--- src/rtl/proc_controller.sv ---
// Multi-cycle control unit for the 10-bit shared-bus processor.
// Ports: CLK, RST (sync, active-high), EXEC (button level), DIN (switches)
//   in; TIME (registered timestep), DONE, and the bus/regfile/ALU strobes
//   EXT, ROUT, ROUT_ADDR, RIN, RIN_ADDR, AIN, GIN, GOUT, ALU_OP out.
module proc_controller #(
    parameter int DATA_W = 10,
    parameter int RA_W   = 2
) (
    input  logic              CLK,
    input  logic              RST,
    input  logic              EXEC,
    input  logic [DATA_W-1:0] DIN,
    output logic [1:0]        TIME,
    output logic              DONE,
    output logic              EXT,
    output logic              ROUT,
    output logic [RA_W-1:0]   ROUT_ADDR,
    output logic              RIN,
    output logic [RA_W-1:0]   RIN_ADDR,
    output logic              AIN,
    output logic              GIN,
    output logic              GOUT,
    output logic [1:0]        ALU_OP
);

    typedef enum logic [1:0] {
        T0 = 2'd0,
        T1 = 2'd1,
        T2 = 2'd2,
        T3 = 2'd3
    } step_t;

    localparam logic [2:0] OP_LOAD = 3'b000;
    localparam logic [2:0] OP_COPY = 3'b001;
    localparam logic [2:0] OP_ADD  = 3'b010;
    localparam logic [2:0] OP_SUB  = 3'b011;
    localparam logic [2:0] OP_INV  = 3'b100;

    step_t             step;
    logic [DATA_W-1:0] ir;
    logic              exec_q;
    logic              exec_rise;
    logic [2:0]        opcode;
    logic [RA_W-1:0]   rx;
    logic [RA_W-1:0]   ry;
    logic              unused_ir;

    assign exec_rise = EXEC & ~exec_q;
    assign opcode    = ir[DATA_W-1:DATA_W-3];
    assign rx        = ir[2*RA_W-1:RA_W];
    assign ry        = ir[RA_W-1:0];
    assign unused_ir = ^ir[DATA_W-4:2*RA_W];
    assign TIME      = step;

    // exec_q resets high so a button held through reset is not seen as a press.
    always_ff @(posedge CLK) begin
        if (RST) begin
            step   <= T0;
            ir     <= '0;
            exec_q <= 1'b1;
        end else begin
            exec_q <= EXEC;
            case (step)
                T0: begin
                    if (exec_rise) begin
                        ir   <= DIN;
                        step <= T1;
                    end
                end
                T1: begin
                    case (opcode)
                        // LOAD waits here for the data-word press.
                        OP_LOAD: if (exec_rise) step <= T0;
                        OP_ADD, OP_SUB, OP_INV: step <= T2;
                        default: step <= T0;
                    endcase
                end
                T2: step <= T3;
                T3: step <= T0;
            endcase
        end
    end

    always_comb begin
        DONE      = 1'b0;
        EXT       = 1'b0;
        ROUT      = 1'b0;
        ROUT_ADDR = '0;
        RIN       = 1'b0;
        RIN_ADDR  = '0;
        AIN       = 1'b0;
        GIN       = 1'b0;
        GOUT      = 1'b0;
        ALU_OP    = 2'b00;
        case (step)
            T0: ;
            T1: begin
                case (opcode)
                    OP_LOAD: begin
                        EXT = 1'b1;
                        if (exec_rise) begin
                            RIN      = 1'b1;
                            RIN_ADDR = rx;
                            DONE     = 1'b1;
                        end
                    end
                    OP_COPY: begin
                        ROUT      = 1'b1;
                        ROUT_ADDR = ry;
                        RIN       = 1'b1;
                        RIN_ADDR  = rx;
                        DONE      = 1'b1;
                    end
                    OP_ADD, OP_SUB, OP_INV: begin
                        ROUT      = 1'b1;
                        ROUT_ADDR = rx;
                        AIN       = 1'b1;
                    end
                    default: DONE = 1'b1;
                endcase
            end
            T2: begin
                ROUT      = 1'b1;
                ROUT_ADDR = ry;
                GIN       = 1'b1;
                case (opcode)
                    OP_SUB:  ALU_OP = 2'b01;
                    OP_INV:  ALU_OP = 2'b10;
                    default: ALU_OP = 2'b00;
                endcase
            end
            T3: begin
                GOUT     = 1'b1;
                RIN      = 1'b1;
                RIN_ADDR = rx;
                DONE     = 1'b1;
            end
        endcase
    end

endmodule

--- config.mk ---
export PLATFORM = sky130hd
export DESIGN_NAME = proc_controller
export DESIGN_NICKNAME = d
export VERILOG_FILES = /design/src/rtl/proc_controller.sv
export SDC_FILE = /design/constraint.sdc
export NUM_CORES = 1
export LEC_CHECK = 0
export CORE_MARGIN = 4
export CORE_UTILIZATION = 35
export CTS_CLUSTER_SIZE = 12
export DETAILED_ROUTE_END_ITERATION = 10
export GPL_TIMING_DRIVEN = 0
export PLACE_DENSITY = 0.77
export SKIP_CTS_REPAIR_TIMING = 1
export SYNTH_ARGS = -nofsm -noshare
export SYNTH_HDL_FRONTEND = slang
export SYNTH_SLANG_ARGS = --single-unit
--- constraint.sdc ---
create_clock -name CLK -period 1.8 [get_ports CLK]
set_clock_uncertainty 0.2 [all_clocks]
set_input_delay 0.45 -clock CLK [delete_from_list [all_inputs] [get_ports CLK]]
set_output_delay 0.45 -clock CLK [all_outputs]
set_load 0.05 [all_outputs]
* Word level (Yosys, flattened, before mapping)
Cells that the tools add are included.
W data, S select, Z words.
** Word-level totals
- Register bits :: 13
- Latch bits :: 0
- RAM bits :: 0
- Memory bits (read-only) :: 0
- Bits of input ports :: 13
- Output and inout bits :: 15
- Logic and storage cells :: 44
- Memories kept :: 0
** Operators by class
- Add/sub/neg operators :: 0
- Multipliers :: 0
- Div/mod/pow operators :: 0
- $lt $le $gt $ge :: 0
- Eq/ne operators :: 9
- Shifts and indexed selects :: 0
- Mux-type cells :: 24
- Bitwise gates (word level) :: 2
- Reductions and logical operators :: 6
** Operator list (count)
- $pmux W2 S2 :: 6
- $pmux W1 S2 :: 5
- $mux W1 :: 8
- $mux W2 :: 4
- $pmux W2 S4 :: 1
- $eq A3 B2 Y1 const B :: 2
- $eq A2 B2 Y1 const B :: 2
- $reduce_and A2 Y1 :: 2
- $reduce_or A4 Y1 :: 1
- $eq A3 B1 Y1 const B :: 1
- $eq A3 B3 Y1 const B :: 1
- $logic_not A3 Y1 :: 1
- $ne A3 B3 Y1 const B :: 1
- $reduce_or A3 Y1 :: 1
- $eq A2 B1 Y1 const B :: 1
- $logic_not A2 Y1 :: 1
- $ne A2 B2 Y1 const B :: 1
- $and A1 B1 Y1 :: 1
- $not A1 Y1 :: 1

* Depth between registers and ports, before layout
- Depth after elaboration :: 5
- Mapped depth :: 6
- Gate-level depth less buffers :: 5

* Worst setup path after synthesis
Ideal clock, no wire load.
- Kind :: register to output
- Start :: register (tool-made name)
- End :: output ROUT
- Arrival time :: 2.587 ns
- Data required time :: 1.150 ns
- Setup slack :: -1.437 ns
- Cell stages (with the launch flop) :: 4
- Buffers on the path :: 0
- Cell sequence :: dfxtp_1 -> ha_1 -> a21oi_1 -> a21boi_0
** RTL lines
- end: declaration :: line 16 : output logic ROUT,

==> results.yml <==
sta:
  hold_viol_final: 0
  setup-violations-final: 11
  setup_ws_ps: -494
  worst_pin_slew_ps: 503
  max_slew_margin_pct: 66.4
  rsz0062_at_grt: "yes"
  maxSlewViolCount: 0
  holdWs_ps: 262
  fin_crit_ps: 2290
  fmax_ghz: 0.436
  timing.final.crit_share_pct: 127
power_and_ir_drop:
  total_power_uw: 819
  peakVddDrop_mv: 0.459
  power_per_cell_area_nw_per_um2: 676
  p_leak_uw: 0.000485
synth:
  netlist_top_cells_count: "12 x nand2_1, 10 x dfxtp_1, 8 x a21oi_1, 7 x nand3_1"
  synthesis.nets: 95
  synth.avg_cell_area_sq_um: 8.66
  synthesis.area_sq_um: 667
  yosysTopAreaCellShare_pct: 30.0
  synthFlopType: "dfxtp_1"
  synth_top_cell_by_area: "dfxtp_1"
  async_flop_share_pct: 0
  synth_warnings: 0
  ys_ff_latch: 10
  synth_edf_count: 0
  yosysMostFrequentCell: "nand2_1"
  netlist_instances: 77
  synth_area_leaders: "dfxtp_1 30%, ha_1 9.4%, nand2_1 6.8%"
  ys_seq_area_share_pct: 30.0
  ys_types: 28
die:
  io_pins: 28
  die-width_um: 51.7
  coreArea_sq_um: 1760
  die_h_um: 51.7
  start_util_pct: 37.8
  fp.dieArea_sq_um: 2670
  rows: 15
global_routing:
  overflow: 0
  antenna_found_initial: 0
  first_global_vias: 624
  grt_max_degree: 11
  gr-usage-all-layers_pct: 14.4
  grt_pass1_wl_um: 2860
routing:
  wire_per_inst_um: 13.5
  first_iter_violations: 12
  drc: 0
  drt_first_pass_iters: 4
  antenna_left: 0
  vias_per_cell: 5.09
  drt-total-wl_um: 1840
  via_count: 692
worst_setup_path:
  critPathKind: "reg -> out"
  cp_top_family: "flip-flops"
  path_cells: "inv_4 -> ha_4 -> nor3b_4 -> a21oi_4 -> o22ai_4 -> buf_6"
  critical_path.max_fanout: 5
  critical_path_required_ps: 1150
  slowest_stage: "dfxtp_4"
  end_kind: "primary output"
  path_buf_inv: 2
  start_kind: "register"
  arrival_ps: 1640
  max_stage_delay_ps: 380
finish:
  nNetsFinal: 130
  drive_above_1_share_pct: 52.3
  fillCellCount: 148
  syn2layout_area_growth_pct: 81.6
  diodes: 0
status:
  violations: "setup timing"
  outcome: "complete, but fails checks"
hold_path:
  hold_class: "reg -> reg"
placed_design:
  dp_slack_ps: -1180
  gp_congestion: 0.746
  port_buffers: 24
  post-dp-hpwl_um: 1300
clocking:
  cts.clk_slew.worst_paths_ps: 70
  cts_buffers: 3
  clk_latency_ps: 270
  numClockSinks: 10
  cts_tree: "yes"
  cts_root_buffer: "clkbuf_4"
  max-clock-path-buffers: 2
  h-tree-depth: 1
run:
  maxCapViolCount: 0
[stage by stage]
| stage | instance area [sq um] | TNS, ps | util, % | cells |
|---|---|---|---|---|
| final | 1210 | -3920 | 68.7 | 136 |
| after floorplan | 817 | -2120 | - | 77 |
| after global routing | 1210 | -4860 | 68.7 | 136 |
| after global placement | 1090 | -10260 | 61.7 | 126 |
| after detailed placement | 1090 | -10600 | 61.7 | 126 |
| after CTS | 1120 | -13650 | 63.8 | 130 |
[state kept, by name, summed over array words and instances, names as in the netlist, named ones only]
name    flops
exec_q      1
TIME        1
ir          7
[worst paths after layout]
kind,from,end,slack [ps],cells after the start
max,register,ROUT_ADDR[0],-490,6
min,ir[1]$_SDFFE_PP0P_,ir[1]$_SDFFE_PP0P_,260,2
max reg2reg,register,register,70,7
min reg2reg,ir[1]$_SDFFE_PP0P_,ir[1]$_SDFFE_PP0P_,260,2
[metal layers]
metal	GRT usage [%]	share of wire [%]	vias up
met4	9.17	1.4	0
li1	-	-	341
met1	17.9	42	325
met2	23.5	52	22
met3	1.72	5.0	4
met5	0	0	-
[worst register-to-register path, delay by kind of cell, from the launching register on]
kind                       cells  cell delay, ps
DFF                            1             400
buffers and inverters          3             330
adders and majority gates      1             170
AOI/OAI and AO/OA              2             390
and+or+nand+nor                1             120
[placed cells by master, fill, tap and decap left out, drive strengths merged]
| cell | count |
|---|---|
| nand2b | 2 |
| a211oi | 1 |
| inv | 5 |
| or2 | 1 |
| clkbuf | 7 |
| dfxtp | 10 |
| nor4b | 1 |
| a21oi | 8 |
| a21boi | 3 |
| nand3 | 7 |
| nand2 | 12 |
| mux2i | 1 |
| clkdlybuf4s50 | 8 |
| o21bai | 1 |
| and3 | 1 |
| and2 | 1 |
| o41ai | 1 |
| ha | 5 |
| nor3b | 2 |
| o21ai | 3 |
| o21ba | 1 |
| buf | 19 |
| nand3b | 2 |
| o22ai | 2 |
| and2b | 3 |
| o311ai | 1 |
| dlymetal6s2s | 3 |
[cell type report]
cell class,count,area [sq um],share of cell area [%]
multi-input combinational,59,572,47.2
timing repair buffer,30,297,24.5
sequential,10,216,17.9
clock buffer,4,36.3,3.00
buffer,3,35.0,2.89
tap,25,31.3,2.58
inverter,5,23.8,1.96
[logic make-up (layout without fill, tap and decap cells)]
kind of cell	Yosys count	count (layout)	synth area share, %
adder cells (fa/ha/maj)	5	5	9.38
buffers and inverters	8	42	8.07
AND/OR/NAND/NOR	32	32	29.5
AO/OA/AOI/OAI	21	21	21.6
multiplexers	1	1	1.50
flip-flops	10	10	30.0
[power breakdown]
| part | leakage (uW) | switching (uW) | total [uW] | internal (uW) |
|---|---|---|---|---|
| Sequential | 0.0000850 | 31.8 | 267 | 235 |
| Combinational | 0.000379 | 174 | 341 | 168 |
| Clock | 0.0000210 | 87.3 | 210 | 123 |
(Power assumes the default switching activity.)
